--- config.mk ---
export PLATFORM = sky130hd
export DESIGN_NAME = oam_dma
export DESIGN_NICKNAME = d
export VERILOG_FILES = /design/src/rtl/gb_pkg.sv /design/src/rtl/oam_dma.sv
export SDC_FILE = /design/constraint.sdc
export NUM_CORES = 1
export LEC_CHECK = 0
export ABC_CLOCK_PERIOD_IN_PS = 6150
export BUFFER_PORTS_ARGS = -buffer_cell sky130_fd_sc_hd__buf_2
export CAP_MARGIN = 20
export CORE_AREA = 2 2 80 82
export CTS_CLUSTER_DIAMETER = 150
export DETAILED_ROUTE_END_ITERATION = 10
export DIE_AREA = 0 0 82 84
export SLEW_MARGIN = 40
export SYNTH_ARGS = -nofsm -noshare
export SYNTH_HDL_FRONTEND = slang
export SYNTH_SLANG_ARGS = --single-unit
--- constraint.sdc ---
create_clock -name clk -period 6.15 [get_ports clk]
set_input_delay 1.23 -clock clk [delete_from_list [all_inputs] [get_ports clk]]
set_output_delay 1.23 -clock clk [all_outputs]
set_load 0.01 [all_outputs]
--- src/rtl/gb_pkg.sv ---
// Shared Game Boy bus definitions: DMA state encoding, fixed register/OAM
// addresses and the source-page mapping used by the OAM DMA engine.
package gb_pkg;

  typedef enum logic [1:0] {
    IDLE  = 2'd0,
    DELAY = 2'd1,
    READ  = 2'd2,
    WRITE = 2'd3
  } dma_state_e;

  localparam logic [15:0] REG_DMA   = 16'hFF46;
  localparam logic [15:0] OAM_BASE  = 16'hFE00;
  localparam int          OAM_SIZE  = 160;
  localparam logic [15:0] ECHO_FOLD = 16'h2000;

  // Pages E0..FF alias work RAM, so they are folded down into C000..DFFF.
  function automatic logic [15:0] dma_src_base(input logic [7:0] page);
    logic [15:0] base;
    base = {page, 8'h00};
    if (page >= 8'hE0) begin
      base = base - ECHO_FOLD;
    end
    return base;
  endfunction

endpackage

--- src/rtl/oam_dma.sv ---
// FF46 OAM DMA engine: register responder plus a registered bus master that
// copies LENGTH bytes from a source page into OAM. Option: OAM_DMA_RESTART_EN.
module oam_dma
  import gb_pkg::*;
#(
  parameter logic [15:0] REG_ADDR    = REG_DMA,
  parameter logic [15:0] DST_BASE    = OAM_BASE,
  parameter int          LENGTH      = OAM_SIZE,
  parameter int          START_DELAY = 1
) (
  input  logic        clk,
  input  logic        reset,
  input  logic [15:0] cpu_addr,
  input  logic [7:0]  cpu_data_w,
  input  logic        cpu_write_enable,
  output logic [7:0]  cpu_data_r,
  output logic        cpu_data_active,
  output logic [15:0] dma_addr,
  output logic [7:0]  dma_data_w,
  output logic        dma_write_enable,
  input  logic [7:0]  dma_data_r,
  output logic        busy
);

  localparam logic [1:0] S_IDLE  = 2'(IDLE);
  localparam logic [1:0] S_DELAY = 2'(DELAY);
  localparam logic [1:0] S_READ  = 2'(READ);
  localparam logic [1:0] S_WRITE = 2'(WRITE);

  localparam logic [8:0] LAST_IDX   = 9'(LENGTH - 1);
  localparam logic [1:0] DELAY_LOAD = 2'(START_DELAY);

  logic [1:0]  state_reg;
  logic [7:0]  src_reg;
  logic [15:0] src_base_reg;
  logic [8:0]  idx_reg;
  logic [1:0]  delay_reg;
  logic [15:0] dma_addr_reg;
  logic [7:0]  byte_buf_reg;
  logic        dma_we_reg;
  logic        busy_reg;

  logic        trigger;
  logic        last_write;
  logic        start;
  logic [15:0] new_base;
  logic [8:0]  idx_next;

  assign trigger    = cpu_write_enable && (cpu_addr == REG_ADDR);
  assign new_base   = dma_src_base(cpu_data_w);
  assign last_write = (state_reg == S_WRITE) && (idx_reg == LAST_IDX);
  assign idx_next   = idx_reg + 9'd1;

`ifdef OAM_DMA_RESTART_EN
  assign start = trigger;
`else
  // A trigger landing on the final WRITE chains straight into the next copy.
  assign start = trigger && ((state_reg == S_IDLE) || last_write);
`endif

  always_ff @(posedge clk) begin
    if (reset) begin
      state_reg    <= S_IDLE;
      src_reg      <= 8'hFF;
      src_base_reg <= 16'h0000;
      idx_reg      <= 9'd0;
      delay_reg    <= 2'd0;
      dma_addr_reg <= 16'h0000;
      byte_buf_reg <= 8'h00;
      dma_we_reg   <= 1'b0;
      busy_reg     <= 1'b0;
    end else begin
      if (trigger) begin
        src_reg <= cpu_data_w;
      end
      if (start) begin
        src_base_reg <= new_base;
        idx_reg      <= 9'd0;
        delay_reg    <= DELAY_LOAD;
        dma_we_reg   <= 1'b0;
        busy_reg     <= 1'b1;
        if (START_DELAY == 0) begin
          state_reg    <= S_READ;
          dma_addr_reg <= new_base;
        end else begin
          state_reg <= S_DELAY;
        end
      end else begin
        case (state_reg)
          S_DELAY: begin
            if (delay_reg <= 2'd1) begin
              state_reg    <= S_READ;
              dma_addr_reg <= src_base_reg + {8'h00, idx_reg[7:0]};
            end else begin
              delay_reg <= delay_reg - 2'd1;
            end
          end
          S_READ: begin
            // Responder data is valid at the edge that ends the read cycle.
            state_reg    <= S_WRITE;
            dma_addr_reg <= DST_BASE + {8'h00, idx_reg[7:0]};
            byte_buf_reg <= dma_data_r;
            dma_we_reg   <= 1'b1;
          end
          S_WRITE: begin
            dma_we_reg <= 1'b0;
            idx_reg    <= idx_next;
            if (last_write) begin
              state_reg <= S_IDLE;
              busy_reg  <= 1'b0;
            end else begin
              state_reg    <= S_READ;
              dma_addr_reg <= src_base_reg + {8'h00, idx_next[7:0]};
            end
          end
          default: begin
            dma_we_reg <= 1'b0;
            busy_reg   <= 1'b0;
          end
        endcase
      end
    end
  end

  always_comb begin
    cpu_data_active = !cpu_write_enable && (cpu_addr == REG_ADDR);
    cpu_data_r      = src_reg;
  end

  assign dma_addr         = dma_addr_reg;
  assign dma_data_w       = byte_buf_reg;
  assign dma_write_enable = dma_we_reg;
  assign busy             = busy_reg;

endmodule
==> flow_summary.yaml <==
outcome:
  status: "finished clean"
clock_network:
  post_cts_buffers: 0
  clock_path_buffers: 2
  clkTransAtPathRegs_ps: 100
  cts_resized: 0
  cts_tree: "built"
  ctsHoldBuffers: 0
  htreeDepth: 2
  clock_sinks: 55
  worstSkewPairLatency_ps: 300
  root_buffer: "clkbuf_8"
  cts_buffers: 5
logic_synthesis:
  synth-seq-cells: 55
  synth.area.top_cells: "dfxtp_1, nor2_1, mux2i_1"
  yosys-top-cells-count: "dfxtp_1, nor2_1, mux2i_1, a211oi_1, clkbuf_1"
  yosysTopAreaCell: "dfxtp_1"
  avgSynthCellArea_um2: 9.379
  yosys_most_used_dff: "dfxtp_1"
  syn-num-nets: 290
  synth.yosys.seq_area_share_pct: 47.34
  synth_cell_types: 32
  yosysMostFrequentCell: "dfxtp_1"
  async_reset_ff_share_pct: 0
  synth_edf_count: 0
  syn_area_um2: 2326
  yosys_warnings: 0
  netlist_instances: 248
  synth_top_area_share_pct: 47.34
final_layout:
  largest_register_ffs: 16
  layout-drive-gt1-share_pct: 26.69
  multiInputGateArea_um2: 1157
  final_cells: 388
  fillCellCount: 613
  final_nets: 352
  syn_to_final_growth_pct: 21.95
  diodes: 0
  register_area_um2: 1101
power_and_ir_drop:
  ir_worst_vdd_v: 0.0001326
  power_density_nw_per_um2: 305.0
  leakage_nw: 1.200
floorplan:
  die_w_um: 82
  core_um2: 6096
  die_h_um: 84
  initial_core_util_pct: 38.16
  io_pins: 70
  num_rows: 29
  dieArea_um2: 6888
timing:
  finClkSkew_ps: 13.85
  finalSetupViolCount: 0
  maxSlewHeadroom_pct: 46.21
  fin_crit_ps: 4001
  worst_slew_pin_slew_ps: 804.5
  finalHoldViolations: 0
  fmax_ghz: 0.2499
  tns_ps: 0
  drv_slew: 0
  rsz0062_at_grt: "false"
  fin_crit_sh_pct: 65.05
setup_path:
  crit_required_ps: 4920
  startpoint_type: "input pin"
  reg2regPathDepth: 6
  worst_setup_path_end_kind: "output port"
  worstPathArrival_ps: 2770
  worstPathMaxFanout: 9
  crit_type: "input pin to output port"
route:
  via_count: 1896
  antenna_left: 0
  vias_per_cell: 4.887
  remaining_drc_errors: 0
  drtIter0Drc: 33
  dr.pass1.iters: 4
  wl_um: 4658
  wl_per_cell_um: 12.01
grt:
  grt_pass1_vias: 1796
  grt_overflow: 0
  grt_pass1_wl_um: 8045
  grt_start_max_net_pins: 46
  track_usage_pct: 14.56
  antenna_found_initial: 0
place:
  gp_congestion: 0.7273
  dp.cells: 380
  portBuffers: 69
  hpwl_um: 3323
hold_path:
  hold_depth: 2
  timing.hold.worst.class: "flop to flop"
job:
  maxCapViolCount: 0
==> layer usage <==
layer | GRT usage, % | part of all wire [%] | vias to the layer above
met3 | 3.571 | 5.9 | 5
met5 | 0 | 0 | -
met4 | 4.091 | 0.88 | 0
li1 | - | - | 992
met1 | 18.76 | 48 | 843
met2 | 23.87 | 45 | 56
==> worst max-delay path: stages <==
cell and delay (ps):
buf_2 100, or4b_4 540, nor4_4 570, nor2b_1 200
buf_2 140
==> power breakdown <==
part	internal (mW)	switching, mW	total (mW)
registers	0.401	0.0218	0.423
logic	0.0986	0.134	0.232
clock network	0.0924	0.117	0.210
==> through the flow <==
stage / worst slack, ps / hold WS (ps) / instance area, µm² / utilization, % / power (mW)
4_1_cts: 2138 / 464.0 / 2834 / 46.49 / 0.8819
5_1_grt: 2037 / 479.2 / 2836 / 46.53 / 0.9270
3_3_place_gp: 2159 / 438.1 / 2738 / 44.91 / 0.6644
3_5_place_dp: 2149 / 444.3 / 2738 / 44.91 / 0.6677
2_1_floorplan: 2480 / 432.2 / 2326 / - / 0.5802
6_report: 2149 / 462.9 / 2836 / 46.53 / 0.8651
==> area by class of cell <==
type / count / share of cell area (%)
Inverter: 6 / 0.7940
Clock buffer: 6 / 2.911
Tap cell: 77 / 3.397
Timing Repair Buffer: 71 / 12.79
Sequential cell: 55 / 38.82
Multi-Input combinational cell: 171 / 40.80
Clock inverter: 2 / 0.4852
==> final timing paths <==
| path | from | end | slack, ps |
|---|---|---|---|
| setup reg to reg | state_reg[0] | state_reg[1] | 3490 |
| setup / recovery | cpu_addr[0] | cpu_data_active | 2150 |
| hold reg to reg | src_base_reg[13] | src_base_reg[13] | 460 |
| hold / removal | src_base_reg[13] | src_base_reg[13] | 460 |
==> logic make-up after synthesis <==
kind of cell,share of synthesized area (%)
adder cells (fa/ha/maj),3.765
AO/OA/AOI/OAI,12.53
AND/OR/NAND/NOR,19.37
XOR/XNOR,6.025
multiplexers,7.316
flip-flops,47.34
buffers and inverters,3.658
==> placed cells by master (no fill, tap or decap), types with 2 or more instances in the layout <==
master	n
nor3_1	6
nor2b_1	2
nand2_1	9
nand3b_1	2
a211o_1	9
ha_1	7
a21oi_1	7
inv_1	6
and3_1	6
nand2b_1	3
buf_2	68
dfxtp_1	55
nand4_1	4
xor2_1	6
mux2i_1	17
nor2_1	52
nand3_1	2
or3_1	2
a211oi_1	16
a311o_1	2
buf_4	3
clkbuf_8	6
xnor2_1	10
(Power assumes the default switching activity.)
